File: src/rtl/vec_dmem_pkg.sv
// Shared types and constants for the vector data-memory responder.
package vec_dmem_pkg;
  typedef enum logic {IDLE = 1'b0, DRAIN = 1'b1} state_e;
  localparam int LANES  = 5;
  localparam int LIDX_W = $clog2(LANES);
  typedef logic [LANES-1:0][31:0] lanes_t;
endpackage

File: src/rtl/vec_store_buffer.sv
// Captures one vector store and drains it lane by lane; forwards buffered lanes to reads.
module vec_store_buffer
  import vec_dmem_pkg::*;
#(
  parameter int AW = 6
) (
  input  logic          clk,
  input  logic          rst,
  input  logic          cap,
  input  logic [AW-1:0] cap_base,
  input  lanes_t        cap_data,
  input  logic [AW-1:0] rd_idx,
  output logic          busy,
  output logic          wr_en,
  output logic [AW-1:0] wr_idx,
  output logic [31:0]   wr_data,
  output logic          fwd_hit,
  output logic [31:0]   fwd_data
);
  state_e            state_q, state_d;
  logic [LIDX_W-1:0] idx_q, idx_d;
  logic [AW-1:0]     base_q, base_d;
  lanes_t            buf_q, buf_d;
  logic [LANES-1:0]  vld_q, vld_d;

  always_comb begin
    state_d = state_q;
    idx_d   = idx_q;
    base_d  = base_q;
    buf_d   = buf_q;
    vld_d   = vld_q;
    case (state_q)
      IDLE: if (cap) begin
        state_d = DRAIN;
        idx_d   = '0;
        base_d  = cap_base;
        buf_d   = cap_data;
        vld_d   = '1;
      end
      DRAIN: begin
        idx_d = idx_q + 1'b1;
        if (idx_q == LIDX_W'(LANES - 1)) begin
          state_d = IDLE;
          idx_d   = '0;
          vld_d   = '0;
        end
      end
    endcase
  end

  always_ff @(posedge clk or posedge rst) begin
    if (rst) begin
      state_q <= IDLE;
      idx_q   <= '0;
      base_q  <= '0;
      buf_q   <= '0;
      vld_q   <= '0;
    end else begin
      state_q <= state_d;
      idx_q   <= idx_d;
      base_q  <= base_d;
      buf_q   <= buf_d;
      vld_q   <= vld_d;
    end
  end

  assign busy   = (state_q == DRAIN);
  assign wr_en  = busy;
  // Lane addresses wrap naturally in AW bits since DEPTH is a power of two.
  assign wr_idx = base_q + AW'(idx_q);

  always_comb begin
    wr_data = '0;
    for (int j = 0; j < LANES; j++)
      if (idx_q == LIDX_W'(j)) wr_data = buf_q[j];
  end

  // Ascending scan so the highest aliasing lane takes priority.
  always_comb begin
    fwd_hit  = 1'b0;
    fwd_data = '0;
    for (int j = 0; j < LANES; j++)
      if (vld_q[j] && (rd_idx == base_q + AW'(j))) begin
        fwd_hit  = 1'b1;
        fwd_data = buf_q[j];
      end
  end
endmodule

File: src/rtl/vec_dmem.sv
// Data memory with scalar load/store and a 5-lane vector store drained through one write port.
module vec_dmem
  import vec_dmem_pkg::*;
#(
  parameter int DEPTH = 64,
  parameter int LANES = 5,
  parameter int AW    = 6
) (
  input  logic        clk,
  input  logic        reset,
  input  logic        MemWrite,
  input  logic        VecStore,
  input  logic [31:0] ALUResult,
  input  logic [31:0] WriteData,
  input  logic [31:0] VecWriteData_0,
  input  logic [31:0] VecWriteData_1,
  input  logic [31:0] VecWriteData_2,
  input  logic [31:0] VecWriteData_3,
  input  logic [31:0] VecWriteData_4,
  output logic [31:0] ReadData,
  output logic        Busy,
  output logic        Overrun
);
  logic [31:0]             mem [DEPTH];
  logic [AW-1:0]           idx;
  logic [LANES-1:0][31:0]  vec_lanes;
  logic                    busy, cap, scalar_we;
  logic                    bw_en, fwd_hit;
  logic [AW-1:0]           bw_idx;
  logic [31:0]             bw_data, fwd_data;
  logic                    mem_we;
  logic [AW-1:0]           mem_widx;
  logic [31:0]             mem_wdata;
  logic                    overrun_q, overrun_d;
  logic                    unused_addr_bits;

  assign idx              = ALUResult[AW+1:2];
  assign unused_addr_bits = ^{ALUResult[31:AW+2], ALUResult[1:0]};
  assign vec_lanes = {VecWriteData_4, VecWriteData_3, VecWriteData_2,
                      VecWriteData_1, VecWriteData_0};

  assign cap       = !busy && VecStore;
  assign scalar_we = !busy && MemWrite && !VecStore;

  vec_store_buffer #(.AW(AW)) u_buf (
    .clk      (clk),
    .rst      (reset),
    .cap      (cap),
    .cap_base (idx),
    .cap_data (vec_lanes),
    .rd_idx   (idx),
    .busy     (busy),
    .wr_en    (bw_en),
    .wr_idx   (bw_idx),
    .wr_data  (bw_data),
    .fwd_hit  (fwd_hit),
    .fwd_data (fwd_data)
  );

  // Drain and scalar writes never coincide: scalars are only accepted while idle.
  always_comb begin
    mem_we    = bw_en | scalar_we;
    mem_widx  = bw_en ? bw_idx  : idx;
    mem_wdata = bw_en ? bw_data : WriteData;
  end

  always_ff @(posedge clk) begin
    if (mem_we) mem[mem_widx] <= mem_wdata;
  end

  always_comb begin
    overrun_d = overrun_q | (busy & (MemWrite | VecStore)) | (!busy & MemWrite & VecStore);
  end

  always_ff @(posedge clk or posedge reset) begin
    if (reset) overrun_q <= 1'b0;
    else       overrun_q <= overrun_d;
  end

  assign ReadData = fwd_hit ? fwd_data : mem[idx];
  assign Busy     = busy;
  assign Overrun  = overrun_q;
endmodule

File: config.mk
export PLATFORM = sky130hd
export DESIGN_NAME = vec_dmem
export DESIGN_NICKNAME = d
export VERILOG_FILES = /design/src/rtl/vec_dmem_pkg.sv /design/src/rtl/vec_store_buffer.sv /design/src/rtl/vec_dmem.sv
export SDC_FILE = /design/constraint.sdc
export NUM_CORES = 2
export LEC_CHECK = 0
export CAP_MARGIN = 20
export CORE_MARGIN = 2
export CORE_UTILIZATION = 48
export CTS_CLUSTER_DIAMETER = 40
export DETAILED_ROUTE_END_ITERATION = 8
export PLACE_DENSITY = 0.63
export SYNTH_ARGS = -nofsm -noshare
export SYNTH_HDL_FRONTEND = slang
export SYNTH_SLANG_ARGS = --single-unit
File: constraint.sdc
create_clock -name clk -period 14.15 [get_ports clk]
set_input_delay 2.83 -clock clk [delete_from_list [all_inputs] [get_ports clk]]
set_output_delay 2.83 -clock clk [all_outputs]
set_load 0.01 [all_outputs]
After elaboration in Yosys (flattened, before gate mapping)
Memories as Yosys holds them, arrays and structs flattened.
Cells that the tools add are included.
Storage, ports and cells
  bits of input ports: 228
  memories: 1
  ROM bits: 0
  bits in writable memories: 2048
  register bits after elaboration: 176
  output and inout port bits: 34
  latch bits: 0
  logic and storage cells: 78
Operators by class
  equality and inequality tests: 11
  multiply operators: 0
  reductions and logical operators: 13
  add/sub/neg operators: 6
  shift operators: 0
  mux-type cells: 29
  magnitude comparators: 0
  divide/modulo/power cells: 0
  bitwise logic cells: 8
Memory list
  mem: words 64, width 32, read ports 1, clocked after memory_dff 0, wr ports 1, line vec_dmem.sv:24  | logic [31:0] mem [DEPTH];
Operator list (count)
  two-way mux 32 bit: 12
  == test 6 bit: 5
  adder 6 x 2 -> 6 bit (second input constant): 2
  two-way mux 5 bit: 2
  case mux 5 bit (2 select lines): 1
  two-way mux 1 bit: 9
  logical AND 1 bit: 8
  adder 6 x 1 -> 6 bit (second input constant): 1
  adder 6 x 3 -> 6 bit: 1
  adder 6 x 3 -> 6 bit (second input constant): 1
  == test 3 x 2 -> 1 bit (second input constant): 2
  two-way mux 3 bit: 2
  two-way mux 6 bit: 1
  case mux 3 bit (2 select lines): 1
  inequality test 2 bit (second input constant): 2
  OR 1 bit: 4
  AND reduction 2 bit: 2
  adder 3 x 1 -> 3 bit (second input constant): 1
  bitwise AND 1 bit: 3
  == test 3 x 1 -> 1 bit (second input constant): 1
  == test 3 bit (second input constant): 1
  zero test 3 bit: 1
  zero test 1 bit: 2
  case mux 1 bit (2 select lines): 1
  NOT 1 bit: 1

Longest topological paths before layout
  depth in word-level cells: 8
  depth in mapped cells: 12
  depth with buffers taken out: 9

Hierarchy
Synthesis repeated with hierarchy kept, for this count alone.
Second synthesis, totals
  cells, all modules: 4677
  area, all modules: 88696.3 sq um
Modules (own cells, without submodules)
  vec_dmem: times used 1, sequential area each 61524.0 sq um, area an instance 79575.1 sq um, cells an instance 3842
  vec_store_buffer: times used 1, sequential area each 4279.1 sq um, area an instance 9121.2 sq um, cells an instance 835

Least setup slack after synthesis
Ideal clock, no wire load.
  path type: input to output
  start: input port ALUResult[2]
  end: output port ReadData[30]
  cell stages on the path: 8
  path buffers: 3
  data required time: 11320 ps
  slack: 6316 ps
  arrival time: 5004 ps
  path through: buf_2 > clkbuf_1 > buf_2 > mux4_2 > mux4_2 > a22oi_1 > nand2_1 > a22o_1
Between the ends
  word-level cells in the longest chain between the ends: 8
  elaborated cells on any way between the ends: 22
  classes of those cells: 5 x eq/ne; 11 x mux; 5 x reduce/logical; 1 x memory
RTL lines
  from (decl): line vec_dmem.sv:13  | input logic [31:0] ALUResult,
  == test 6 bit: line vec_store_buffer.sv:83  | if (vld_q[j] && (rd_idx == base_q + AW'(j))) begin
  logical AND 1 bit: line vec_store_buffer.sv:83
  two-way mux 32 bit / two-way mux 1 bit (equally long branches) (5 in series): line vec_store_buffer.sv:83
  two-way mux 32 bit (*): line vec_dmem.sv:80  | assign ReadData = fwd_hit ? fwd_data : mem[idx];
  to (decl): line vec_dmem.sv:20  | output logic [31:0] ReadData,
Mark *: on every way between the ends. The rest lies on a longest branch, timed or not.

Worst setup path after layout
  start: input port ALUResult[2]
  end: output port ReadData[24]
Same word-level chain as after synthesis.

==> results.sh <==
export IMPL_final_cell_area_mm2=0.103
export IMPL_cts_buffers=292
export IMPL_cp_startpoint="ALUResult[2]"
export IMPL_endpoint="ReadData[24]"
export IMPL_portBuffers=235
export IMPL_power_density_mw_per_mm2=227
export IMPL_timing_fmax_mhz=97.7
export IMPL_grt_total_usage_pct=25.3
export IMPL_grt_pass1_wl_mm=333
export IMPL_worst_r2r_path_depth=8
export IMPL_ir_drop_mv=0.197
export IMPL_hold_ws_ns=0.524
export IMPL_routedWlPerCell_um=33.3
export IMPL_vias=44300
export IMPL_path_class="primary input to output pin"
export IMPL_synthArstFlopShare_pct=7.75
export IMPL_die_h_um=431
export IMPL_cp_start_kind="primary input"
export IMPL_power_frac_seq_pct=46.8
export IMPL_layout_commonest_cell="edfxtp_1"
export IMPL_cts_buffer_depth=4
export IMPL_die_area_mm2=0.186
export IMPL_synth_top_flop_cell="edfxtp_1"
export IMPL_hold_class="flip-flop to flip-flop"
export IMPL_antenna_left=0
export IMPL_nNetsFinal=4691
export IMPL_timing_slew_headroom_pct=27.0
export IMPL_cp_max_fo=60
export IMPL_antenna_found_initial=5
export IMPL_die_width_um=431
export IMPL_place_inst=6525
export IMPL_clk_pin_slew_ns=0.05
export IMPL_synth_nets=4260
export IMPL_post_cts_resized=0
export IMPL_slowest_delay_ns=0.67
export IMPL_clockPowerShare_pct=30.4
export IMPL_cts_tree="built"
export IMPL_endpoint_kind="output pin"
export IMPL_drt_first_pass_iters=9
export IMPL_p_comb_share_pct=22.9
export IMPL_skew_ns=0.0460
export IMPL_drc_errors=0
export IMPL_cpMostUsedCell="buf_4"
export IMPL_avgSynthCellArea_um2=21.8
export IMPL_power_switching_mw=7.15
export IMPL_internal_power_mw=16.2
export IMPL_synth_cells=4018
export IMPL_r2r_start="u_buf.base_q[0]"
export IMPL_grt_pass1_vias=45100
export IMPL_drive_gt1_share_pct=31.6
export IMPL_cts_htree_levels=5
export IMPL_fin_ws_ns=3.92
export IMPL_totalWireLength_mm=234
export IMPL_ios=262
export IMPL_worstSkewPairLatency_ns=0.91
export IMPL_dp_hpwl_mm=125
export IMPL_fin_setup_tns_ns=0
export IMPL_rsz0062_at_grt="no"
export IMPL_stdcell_count=7024
export IMPL_crit_arrival_ns=7.40
export IMPL_final_cell_mix="2048 x edfxtp_1, 617 x mux4_2, 299 x clkbuf_16, 231 x clkdlybuf4s50_1, 171 x dfrtp_1"
export IMPL_reg2reg_to="mem[8][3]"
export IMPL_ys_ff_latch=2220
export IMPL_min_period_ns=10.23
export IMPL_drv_cap=0
export IMPL_seq_area_frac_synth_pct=75.2
export IMPL_drt_iter0_markers=5805
export IMPL_pre_cts_ws_ns=3.88
export IMPL_syn_to_final_growth_pct=17.9
export IMPL_power_leakage_nw=33.5
export IMPL_synth_cell_types=57
export IMPL_synth_cell_area_mm2=0.0875
export IMPL_cp_slowest_cell="clkdlybuf4s50_1"
export IMPL_finalCritPeriodShare_pct=72.3
export IMPL_core_region_area_mm2=0.181
export IMPL_placed_cell_area_mm2=0.0939
export IMPL_cts_hold_buf=0
export IMPL_grt_max_degree=136
export IMPL_gp_congestion=0.851
export IMPL_critical_path_required_ns=11.32
export IMPL_clock_sinks=2220
export IMPL_grt_overflow=0
export IMPL_setup_violations=0
export IMPL_status="completed"
export IMPL_slew_viol_final=0
export IMPL_initial_core_util_pct=48.4
export IMPL_crit_chain="buf_8, buf_4, xnor2_1, nand2b_1, nor3_1, and3_2, buf_4, or4_1, nor2_4, buf_4, o2bb2ai_1, clkdlybuf4s50_1"
export IMPL_tightest_slew_ns=1.10
export IMPL_cts_setup_buffers=0
export IMPL_finalHoldViolations=0
export IMPL_r2r_setup_slack_ns=9.81
export IMPL_cts_root_buf="clkbuf_16"
export IMPL_vias_per_cell=6.31
export IMPL_synth_edf_count=2048
export IMPL_synth_warnings=0
export IMPL_sw_frac_of_total_pct=30.6
export IMPL_std_cell_rows=156
-- layout make-up --
| class | count | area [um^2] |
|---|---|---|
| clock buffer | 344 | 7660 |
| multi-input combinational | 1514 | 21400 |
| clock inverter | 153 | 1630 |
| tap | 2370 | 2970 |
| timing repair buffer | 380 | 3550 |
| fill | 13100 | 77800 |
| inverter | 41 | 161 |
| sequential | 2220 | 65800 |
| antenna | 2 | 5.00 |
-- power by group through the flow --
stage          clock network [mW]  registers [mW]  logic, mW
6_report                     7.10            10.9       5.34
5_1_grt                      7.48            11.0       5.68
4_1_cts                      7.21            10.9       5.32
3_5_place_dp                    0            11.0       5.31
3_3_place_gp                    0            11.0       5.13
2_1_floorplan                   0            11.2       2.75
-- cells in the mapped netlist (3+ instances only) --
cell type | count | area [um^2]
edfxtp_1 | 2048 | 61500
mux4_2 | 617 | 13900
dfrtp_1 | 172 | 4300
mux2_2 | 168 | 1890
clkbuf_1 | 133 | 499
nand2_1 | 129 | 484
nor2_1 | 128 | 480
buf_2 | 68 | 340
a22oi_1 | 60 | 450
a221oi_1 | 48 | 420
o21ai_0 | 46 | 230
inv_1 | 41 | 154
mux2i_1 | 36 | 360
o211ai_1 | 36 | 270
o311ai_0 | 32 | 280
buf_1 | 29 | 109
a21oi_1 | 24 | 120
a22o_1 | 20 | 175
a221o_1 | 18 | 180
a222oi_1 | 18 | 180
nor2b_1 | 17 | 106
nand2b_1 | 16 | 100
xnor2_1 | 14 | 123
ha_1 | 13 | 163
o31ai_1 | 11 | 82.6
buf_4 | 9 | 67.6
a31oi_1 | 5 | 31.3
and2_1 | 5 | 31.3
nand3b_1 | 5 | 37.5
o22ai_1 | 5 | 31.3
buf_6 | 4 | 45.0
nand3_1 | 4 | 20.0
nand4_1 | 4 | 25.0
a211oi_1 | 3 | 22.5
or4_1 | 3 | 22.5
xor2_1 | 3 | 26.3
-- how the worst min path moves through the flow --
stage	from	to	slack, ns	cells after the start
2_1_floorplan	u_buf.buf_q[128]	u_buf.buf_q[128]	0.49	1
3_3_place_gp	u_buf.buf_q[150]	u_buf.buf_q[150]	0.51	1
3_5_place_dp	u_buf.buf_q[137]	u_buf.buf_q[137]	0.51	1
4_1_cts	u_buf.buf_q[137]	u_buf.buf_q[137]	0.52	1
5_1_grt	u_buf.buf_q[137]	u_buf.buf_q[137]	0.54	1
6_report	u_buf.buf_q[137]	u_buf.buf_q[137]	0.52	1
-- state kept, by name, indices dropped and copies added, names as in the netlist --
register	flops
u_buf.busy	1
mem	2048
u_buf.base_q	6
Overrun	1
u_buf.buf_q	160
u_buf.idx_q	3
u_buf.vld_q	1
-- cell families after synthesis --
logic type	count (synthesis)	share of synthesized area (%)
AOI/OAI and AO/OA	339	2.95
xor gates and xnor gates	19	0.207
adders and majority gates	14	0.209
buffers and inverters	284	1.39
DFF	2220	75.2
muxes	821	18.5
and+or+nand+nor	321	1.60
-- layer usage --
metal,vias to the layer above,part of all wire [%],global-route usage (%)
met5,-,0.022,0
met3,414,8.5,5.02
met2,2098,49,40.5
met1,23900,39,34.9
met4,8,3.3,8.78
li1,17900,-,-
-- metrics by stage --
stage / power (mW) / utilization, %
6_report: 23.4 / 57.0
2_1_floorplan: 13.9 / -
4_1_cts: 23.4 / 57.0
3_3_place_gp: 16.1 / 51.9
5_1_grt: 24.2 / 57.0
3_5_place_dp: 16.4 / 51.9
-- critical path, delay by kind of cell --
family          cells  cell delay [ns]
buf+inv             5             2.42
compound gates      1             0.40
xor+xnor            1             0.17
simple gates        5             1.45
Power figures use the tool's default switching activity.
